### config.mk
export PLATFORM = sky130hd
export DESIGN_NAME = eu_operand_collector
export DESIGN_NICKNAME = d
export VERILOG_FILES = /design/src/rtl/eu_operand_collector.sv
export SDC_FILE = /design/constraint.sdc
export NUM_CORES = 1
export LEC_CHECK = 0
export BUFFER_PORTS_ARGS = -buffer_cell sky130_fd_sc_hd__buf_2
export CELL_PAD_IN_SITES_DETAIL_PLACEMENT = 1
export CELL_PAD_IN_SITES_GLOBAL_PLACEMENT = 1
export CORE_ASPECT_RATIO = 2
export CORE_UTILIZATION = 32
export CTS_BUF_LIST = sky130_fd_sc_hd__clkbuf_16
export DETAILED_ROUTE_END_ITERATION = 7
export PLACE_DENSITY = 0.77
export SLEW_MARGIN = 20
export SYNTH_ARGS = -nofsm -noshare
export SYNTH_HDL_FRONTEND = slang
export SYNTH_SLANG_ARGS = --single-unit
### constraint.sdc
create_clock -name clk -period 2.31 [get_ports clk]
set_clock_uncertainty 0.2 [all_clocks]
set_input_delay 0 -clock clk [delete_from_list [all_inputs] [get_ports clk]]
set_output_delay 0 -clock clk [all_outputs]
set_load 0.005 [all_outputs]
### src/rtl/eu_operand_collector.sv
// Operand collector between the per-EU instruction queue and the ALU.
// Ports: IQueue handshake (instr_*), RF read (rf_*), forward snoop
// (fwd_*), ALU issue handshake (issue_*), flush_i, busy_o, wait_cycles_o.
module eu_operand_collector #(
    parameter int  DATA_WIDTH        = 16,
    parameter int  TAG_WIDTH         = 6,
    parameter int  NUM_FWD_PORTS     = 2,
    parameter int  WAIT_CTR_WIDTH    = 8,
    parameter type type_iqueue_entry = logic [15:0]
) (
    input  logic                                      clk,
    input  logic                                      reset,
    input  type_iqueue_entry                          instr_i,
    input  logic                                      instr_valid_i,
    output logic                                      instr_ready_o,
    input  logic [TAG_WIDTH-1:0]                      src_a_tag_i,
    input  logic [TAG_WIDTH-1:0]                      src_b_tag_i,
    input  logic                                      src_b_imm_i,
    input  logic [DATA_WIDTH-1:0]                     imm_i,
    output logic                                      rf_rd_en_o,
    output logic [TAG_WIDTH-1:0]                      rf_rd_tag_a_o,
    output logic [TAG_WIDTH-1:0]                      rf_rd_tag_b_o,
    input  logic [DATA_WIDTH-1:0]                     rf_rd_data_a_i,
    input  logic [DATA_WIDTH-1:0]                     rf_rd_data_b_i,
    input  logic                                      rf_rd_hit_a_i,
    input  logic                                      rf_rd_hit_b_i,
    input  logic [NUM_FWD_PORTS-1:0]                  fwd_valid_i,
    input  logic [NUM_FWD_PORTS-1:0][TAG_WIDTH-1:0]   fwd_tag_i,
    input  logic [NUM_FWD_PORTS-1:0][DATA_WIDTH-1:0]  fwd_data_i,
    output type_iqueue_entry                          issue_instr_o,
    output logic [DATA_WIDTH-1:0]                     issue_op_a_o,
    output logic [DATA_WIDTH-1:0]                     issue_op_b_o,
    output logic                                      issue_valid_o,
    input  logic                                      issue_ready_i,
    input  logic                                      flush_i,
    output logic                                      busy_o,
    output logic [WAIT_CTR_WIDTH-1:0]                 wait_cycles_o
);

    typedef enum logic [1:0] {IDLE, READ, COLLECT, ISSUE} state_e;

    state_e                    state_q, state_d;
    type_iqueue_entry          instr_q, instr_d;
    logic [TAG_WIDTH-1:0]      tag_a_q, tag_a_d;
    logic [TAG_WIDTH-1:0]      tag_b_q, tag_b_d;
    logic                      b_imm_q, b_imm_d;
    logic [DATA_WIDTH-1:0]     op_a_q, op_a_d;
    logic [DATA_WIDTH-1:0]     op_b_q, op_b_d;
    logic                      rdy_a_q, rdy_a_d;
    logic                      rdy_b_q, rdy_b_d;
    logic [WAIT_CTR_WIDTH-1:0] wait_q, wait_d;

    logic                      fwd_hit_a, fwd_hit_b;
    logic [DATA_WIDTH-1:0]     fwd_a, fwd_b;

    // Scan from the highest port down so the lowest matching index wins.
    always_comb begin
        fwd_hit_a = 1'b0;
        fwd_hit_b = 1'b0;
        fwd_a     = '0;
        fwd_b     = '0;
        for (int k = NUM_FWD_PORTS - 1; k >= 0; k--) begin
            if (fwd_valid_i[k] && fwd_tag_i[k] == tag_a_q) begin
                fwd_hit_a = 1'b1;
                fwd_a     = fwd_data_i[k];
            end
            if (fwd_valid_i[k] && fwd_tag_i[k] == tag_b_q) begin
                fwd_hit_b = 1'b1;
                fwd_b     = fwd_data_i[k];
            end
        end
    end

    always_comb begin
        state_d = state_q;
        instr_d = instr_q;
        tag_a_d = tag_a_q;
        tag_b_d = tag_b_q;
        b_imm_d = b_imm_q;
        op_a_d  = op_a_q;
        op_b_d  = op_b_q;
        rdy_a_d = rdy_a_q;
        rdy_b_d = rdy_b_q;
        wait_d  = wait_q;
        unique case (state_q)
            IDLE: begin
                if (instr_valid_i && !flush_i) begin
                    instr_d = instr_i;
                    tag_a_d = src_a_tag_i;
                    tag_b_d = src_b_tag_i;
                    b_imm_d = src_b_imm_i;
                    rdy_a_d = 1'b0;
                    rdy_b_d = src_b_imm_i;
                    wait_d  = '0;
                    if (src_b_imm_i) begin
                        op_b_d = imm_i;
                    end
                    state_d = READ;
                end
            end
            READ: begin
                // RF hit beats a same-cycle forward of the same tag.
                if (!rdy_a_q) begin
                    if (rf_rd_hit_a_i) begin
                        op_a_d  = rf_rd_data_a_i;
                        rdy_a_d = 1'b1;
                    end else if (fwd_hit_a) begin
                        op_a_d  = fwd_a;
                        rdy_a_d = 1'b1;
                    end
                end
                if (!rdy_b_q && !b_imm_q) begin
                    if (rf_rd_hit_b_i) begin
                        op_b_d  = rf_rd_data_b_i;
                        rdy_b_d = 1'b1;
                    end else if (fwd_hit_b) begin
                        op_b_d  = fwd_b;
                        rdy_b_d = 1'b1;
                    end
                end
                state_d = (rdy_a_d && rdy_b_d) ? ISSUE : COLLECT;
            end
            COLLECT: begin
                if (wait_q != '1) begin
                    wait_d = wait_q + 1'b1;
                end
                if (!rdy_a_q && fwd_hit_a) begin
                    op_a_d  = fwd_a;
                    rdy_a_d = 1'b1;
                end
                if (!rdy_b_q && !b_imm_q && fwd_hit_b) begin
                    op_b_d  = fwd_b;
                    rdy_b_d = 1'b1;
                end
                if (rdy_a_d && rdy_b_d) begin
                    state_d = ISSUE;
                end
            end
            ISSUE: begin
                if (issue_ready_i) begin
                    state_d = IDLE;
                end
            end
            default: state_d = IDLE;
        endcase
        if (flush_i) begin
            state_d = IDLE;
            rdy_a_d = 1'b0;
            rdy_b_d = 1'b0;
            wait_d  = '0;
        end
    end

    always_ff @(posedge clk or posedge reset) begin
        if (reset) begin
            state_q <= IDLE;
            instr_q <= '0;
            tag_a_q <= '0;
            tag_b_q <= '0;
            b_imm_q <= 1'b0;
            op_a_q  <= '0;
            op_b_q  <= '0;
            rdy_a_q <= 1'b0;
            rdy_b_q <= 1'b0;
            wait_q  <= '0;
        end else begin
            state_q <= state_d;
            instr_q <= instr_d;
            tag_a_q <= tag_a_d;
            tag_b_q <= tag_b_d;
            b_imm_q <= b_imm_d;
            op_a_q  <= op_a_d;
            op_b_q  <= op_b_d;
            rdy_a_q <= rdy_a_d;
            rdy_b_q <= rdy_b_d;
            wait_q  <= wait_d;
        end
    end

    // Gated by reset so the accept strobe is low while reset is held.
    assign instr_ready_o = (state_q == IDLE) && !flush_i && !reset;
    assign rf_rd_en_o    = (state_q == READ);
    assign rf_rd_tag_a_o = tag_a_q;
    assign rf_rd_tag_b_o = tag_b_q;
    assign issue_instr_o = instr_q;
    assign issue_op_a_o  = op_a_q;
    assign issue_op_b_o  = op_b_q;
    assign issue_valid_o = (state_q == ISSUE);
    assign busy_o        = (state_q != IDLE);
    assign wait_cycles_o = wait_q;

endmodule

==> summary.txt, run 1 <==
Ys Warns = 0
most used cell, CP = buf_12
Ports = 202
mux contribution to synthesized area = 16.1%
min Tclk post-route = 2350 ps
most common cell after layout, fill and taps aside = buf_2
Final ANT Viol Nets = 0
actual slew at the worst max-slew pin = 663 ps
grt ovf = 0
Crit. End Element = flip-flop
share of cells above drive strength 1 = 43.7%
post-synthesis cell type count = 50
register area share after synthesis = 40.4%
Pre-Repair DR Iteration Count = 4
root buf cell = clkbuf_16
die height = 170 um
Core ar. = 13800 um2
Detailed Place HPWL = 14.8 mm
vias per cell = 5.23
Iter 0 DRT Violations = 221
fin crit share = 102%
average wire per standard cell = 21.2 um
main combinational cell family by area after synthesis = compound AO/OA/AOI/OAI gates
Crit Path Category = reg -> reg
Slew Viols, Final = 0
VDD IR max = 0.707 mV
RR Startpoint = rf_rd_tag_b_o[2]$_DFFE_PP0P_
commonest non-fill, non-tap cells in the layout = 201 x buf_2, 79 x dlygate4sd3_1, 73 x dfrtp_1
largest net degree at the start of global routing = 34
Post-Syn Area per Cell = 9.70 um2
total negative slack = -377 ps
Final Hold Fails = 0
Design Power = 9.12 mW
Synth area leader = dfrtp_1
TritonCTS Buffers = 9
PortBufs = 201
Critical path origin = rf_rd_tag_b_o[2]$_DFFE_PP0P_
clk slew on worst S/H paths = 60 ps
CP Capture Point = issue_op_b_o[12]$_DFFE_PP0P_
Initial Util = 32.7%
clock sink count = 73
final instance area = 7250 um2
CP startpoint kind = flip-flop
max-cap violations = 0
top cells by area, synth = dfrtp_1 40%, mux2_2 9.0%, a221oi_1 6.2%
Place WS = -43.1 ps
Seq cells post-synth = 73
later-pin clock latency in the skew report = 340 ps
GRT Total Usage = 28.0%
post-synthesis instance total = 466
Adder-Cell Fraction of Synth Area = 1.66%
die width = 86.0 um
die area = 14600 um2
area grow syn2layout = 60.3%
htree depth = 3
Syn Std Cell Area = 4520 um2
Fmax achieved = 425 MHz
critical path peak fanout = 8
DP Area = 5950 um2
worst path required time = 2330 ps
Worst Hold Class = in -> reg
Lkg Pwr = 3.39 nW
Rel. slew slack = 55.8%
FF-to-FF End = issue_op_b_o[12]$_DFFE_PP0P_
number of global-route vias before repair = 5621
Remaining DRCs = 0
Final nets = 903
slowest cell delay on critical path = 420 ps
flop-to-flop setup slack = -40 ps
WL final = 20.4 mm
first-pass GRT wire length = 30.2 mm
Final GP Congestion = 0.931
post-synthesis simple-gate area fraction = 14.2%
Final WS setup = -44.6 ps
violated checks = setup timing
setup violators final = 16
Pwr Density = 1260 nW/um2
initial antenna violation count = 0
Syn Nets = 602
status = finished, violations left
unrepaired setup endpoints after global routing = yes
# rows = 61
share of the synthesized area in the top cell type = 40.4%
fillcell total = 1591
post-synthesis share of cell area spent on xor and xnor gates = 4.65%
clock buffer depth = 2
R2R depth = 8
TritonCTS clock tree = built
Slowest-stage cell, CP = dfrtp_1
critical path arrival = 2380 ps
via count = 5029
critical-path cell list = xnor2_1 > nand4_1 > nor2_2 > o21ai_2 > a221oi_4 > buf_12 > buf_12 > mux2_2
Compound-Gate Fraction of Synth Area = 17.5%
## metrics by stage
step	util, %	hold WS, ps	instances
floorplan	-	-170	466
CTS	51.8	1.65	959
finish	52.4	3.00	962
global placement	43.1	-82.6	859
global route	52.4	33.1	961
detailed placement	43.1	-56.9	859
## sequential cells by signal, indices dropped and copies added, names as in the netlist
name           count
b_imm_q            1
issue_instr_o     16
issue_op_a_o      16
issue_op_b_o      16
rdy_a_q            1
rdy_b_q            1
rf_rd_tag_a_o      6
rf_rd_tag_b_o      6
state_q            2
wait_cycles_o      8
## cell usage after synthesis (all sizes together)
cell type	instances
nor2	41
inv	26
or4	1
ha	6
nand2	30
a31o	15
o211ai	2
a311o	1
and3	2
nand4	6
clkinv	1
nand2b	5
buf	9
o22ai	2
and4	1
xor2	4
a221oi	33
mux2	46
o21ai	16
o21a	2
xnor2	20
clkbuf	21
nor2b	1
nand3	35
o31ai	4
a21oi	24
a211oi	1
or2	2
a2bb2oi	1
mux2i	17
nand3b	2
a221o	1
a21o	1
and2	2
dfrtp	73
a31oi	4
a22o	1
nor3	5
nor4	2
## cells by family after synthesis
logic type                 after synthesis
xor gates and xnor gates                24
DFF                                     73
muxes                                   63
buffers and inverters                   57
and+or+nand+nor                        135
AOI/OAI and AO/OA                      108
adders and majority gates                6
## final cells by class
type | count | area (um2) | share of cell area, %
inverter | 27 | 106 | 1.47
antenna | 1 | 2.50 | 0.0345
timing repair buffer | 320 | 2250 | 31.0
multi-input combinational | 336 | 2510 | 34.6
tap | 189 | 236 | 3.26
sequential | 73 | 1830 | 25.2
clock buffer | 9 | 225 | 3.11
clock inverter | 7 | 95.1 | 1.31
## how the worst min path moves through the flow
stage / startpoint / end / slack (ps) / cells past startpoint
5_1_grt: imm_i[4] / issue_op_b_o[4]$_DFFE_PP0P_ / 30 / 4
2_1_floorplan: reset / instr_ready_o / -170 / 1
3_3_place_gp: reset / wait_cycles_o[1]$_DFFE_PP0P_ / -80 / 2
3_5_place_dp: reset / wait_cycles_o[1]$_DFFE_PP0P_ / -60 / 2
4_1_cts: imm_i[2] / issue_op_b_o[2]$_DFFE_PP0P_ / 2 / 4
6_report: imm_i[14] / issue_op_b_o[14]$_DFFE_PP0P_ / 3 / 4
## report_power, final
group,leakage [nW],switching [mW],internal (mW),total (mW)
Sequential,0.905,0.426,1.86,2.29
Clock,0.155,0.587,0.946,1.53
Combinational,2.33,2.48,2.82,5.30
Total,3.39,3.49,5.63,9.12
## per-layer routing
metal,part of all wire (%),GRT usage [%]
met1,33,25.4
met2,58,56.1
met3,4.3,4.12
met4,5.5,16.5
met5,0,0
## worst max-delay path: cells and delay by family (launching register included)
kind            cells  cell delay, ps
compound gates      2             370
simple gates        2             410
mux                 1             330
xor+xnor            1             220
buf+inv             2             290
flops               1             420
## repair_timing
action / CTS / global route
setup endpoints to repair: 15 / 31
resized for setup: 7 / 12
cloned: 1 / 1
hold endpoints to repair: 74 / 0
pin swaps: 8 / 5
setup buffers: 4 / 1
hold buffers: 79 / 0
Power figures use the tool's default switching activity.
==> run 2, diff against run 1 <==
--- a/config.mk
+++ b/config.mk
@@ -12,7 +12,7 @@
 export CORE_UTILIZATION = 32
 export CTS_BUF_LIST = sky130_fd_sc_hd__clkbuf_16
 export DETAILED_ROUTE_END_ITERATION = 7
-export PLACE_DENSITY = 0.77
+export PLACE_DENSITY = 0.9
 export SLEW_MARGIN = 20
 export SYNTH_ARGS = -nofsm -noshare
 export SYNTH_HDL_FRONTEND = slang
==> run 2 against run 1 <==
Against the previous run:
- the run still ends with setup timing left
- sequential share of layout area shrank 0.33 points
- power shrank 1.0%
- die area is the same
- first-iteration DRC count grew 5.0%
- routed wire length grew 5.9%
==> summary.txt, run 2 (synthesis gave the netlist of run 1 again) <==
Final ANT Viol Nets = 0
critical path peak fanout = 16
VDD IR max = 0.643 mV
internal power = 5.43 mW
# rows = 61
die area = 14600 um2
min Tclk post-route = 2350 ps
max-cap violations = 0
Lkg Pwr = 3.42 nW
Iter 0 DRT Violations = 232
Comb power frac = 58.2%
Detailed Place HPWL = 13.6 mm
Final Hold Fails = 0
Fmax achieved = 426 MHz
Slew Viols, Final = 0
status = finished, violations left
setup violators final = 17
Final nets = 913
first-pass GRT wire length = 32.6 mm
die width = 86.0 um
grt ovf = 0
PortBufs = 201
vias per cell = 5.44
critical path arrival = 2380 ps
largest net degree at the start of global routing = 45
sw frac = 39.8%
area grow syn2layout = 62.4%
Final WS setup = -38.3 ps
CP startpoint kind = flip-flop
Reg power frac = 25.2%
Crit Path Category = reg -> reg
TritonCTS clock tree = built
fin crit share = 102%
clock network fraction of total power = 16.6%
fillcell total = 1565
Rel. slew slack = 59.4%
worst hold margin = 16.0 ps
ant diodes = 0
die height = 170 um
number of global-route vias before repair = 5898
later-pin clock latency in the skew report = 340 ps
average wire per standard cell = 22.2 um
via count = 5279
worst path required time = 2340 ps
Net Sw Power = 3.59 mW
share of cells above drive strength 1 = 42.3%
violated checks = setup timing
initial antenna violation count = 0
TritonCTS Buffers = 9
WL final = 21.6 mm
clk slew on worst S/H paths = 70 ps
GRT Total Usage = 29.9%
Final GP Congestion = 0.926
actual slew at the worst max-slew pin = 608 ps
Pwr Density = 1230 nW/um2
final non-filler cell total = 971
unrepaired setup endpoints after global routing = yes
Initial Util = 32.7%
most common cell after layout, fill and taps aside = buf_2
root buf cell = clkbuf_16
Remaining DRCs = 0
Core ar. = 13800 um2
Ports = 202
clock buffer depth = 2
htree depth = 3
Crit. End Element = flip-flop
clock sink count = 73
DP Cell Count = 854
Worst Hold Class = in -> reg
commonest non-fill, non-tap cells in the layout = 201 x buf_2, 94 x dlygate4sd3_1, 73 x dfrtp_1
Pre-Repair DR Iteration Count = 5
[run 2: critical path: stages (launching register included)]
cell,delay (ps)
dfrtp_1,390
xnor2_1,160
nand2_1,120
buf_4,150
buf_4,120
or4_4,430
buf_8,180
nand3_1,130
a221oi_1,90
mux2_4,270
[run 2: routing by layer]
metal / wire, um / track usage (%) / up-vias
li1: - / - / 2319
met1: 6980 / 28.7 / 2597
met2: 11700 / 55.7 / 285
met3: 1350 / 5.92 / 78
met4: 1590 / 20.9 / 0
met5: 0 / 0 / -
[run 2: power by group through the flow]
stage | sequential (mW) | combinational (mW) | clock, mW
final | 2.27 | 5.25 | 1.50
after CTS | 2.25 | 5.14 | 1.53
after global routing | 2.33 | 5.64 | 1.58
after detailed placement | 2.27 | 4.75 | 0
after floorplan | 2.28 | 2.91 | 0
after global placement | 2.23 | 4.62 | 0
[run 2: final cells by class]
type	instances	area [um2]	area share (%)
sequential	73	1830	24.9
inverter	27	104	1.41
clock buffer	9	225	3.07
multi-input combinational	336	2520	34.3
clock inverter	7	82.6	1.12
tap	189	236	3.22
timing repair buffer	330	2340	31.9
[run 2: what timing repair did]
item                                   CTS  global route
setup endpoints to repair               18            24
gates resized for setup                  5            23
pin swaps                                8             9
gates cloned                             1             0
hold buffers                            94             0
setup buffers                            6             2
endpoints found under the hold margin  138             0
[run 2: metrics by stage]
step / setup TNS [ps] / power, mW / area, um2 / util [%] / setup WS, ps
after CTS: -152 / 8.92 / 7280 / 52.7 / -28.0
final: -364 / 9.02 / 7340 / 53.1 / -38.3
after global placement: -34.2 / 6.85 / 5940 / 43.0 / -8.02
after floorplan: 0 / 5.20 / 4520 / - / 2.56
after global routing: -1750 / 9.55 / 7340 / 53.1 / -108
after detailed placement: -273 / 7.02 / 5940 / 43.0 / -38.7
[run 2: worst paths after layout]
kind | start | endpoint | cells past startpoint | slack [ps]
worst max-delay path | rf_rd_tag_b_o[1]$_DFFE_PP0P_ | issue_op_b_o[3]$_DFFE_PP0P_ | 9 | -40
worst min-delay path | imm_i[14] | issue_op_b_o[14]$_DFFE_PP0P_ | 4 | 20
worst max register to register | rf_rd_tag_b_o[1]$_DFFE_PP0P_ | issue_op_b_o[3]$_DFFE_PP0P_ | 9 | -40
worst min register to register | issue_instr_o[10]$_DFFE_PP0P_ | issue_instr_o[10]$_DFFE_PP0P_ | 1 | 300
max in group asynchronous | reset | issue_op_a_o[14]$_DFFE_PP0P_ | 4 | 1210
min in group asynchronous | reset | wait_cycles_o[4]$_DFFE_PP0P_ | 3 | 80
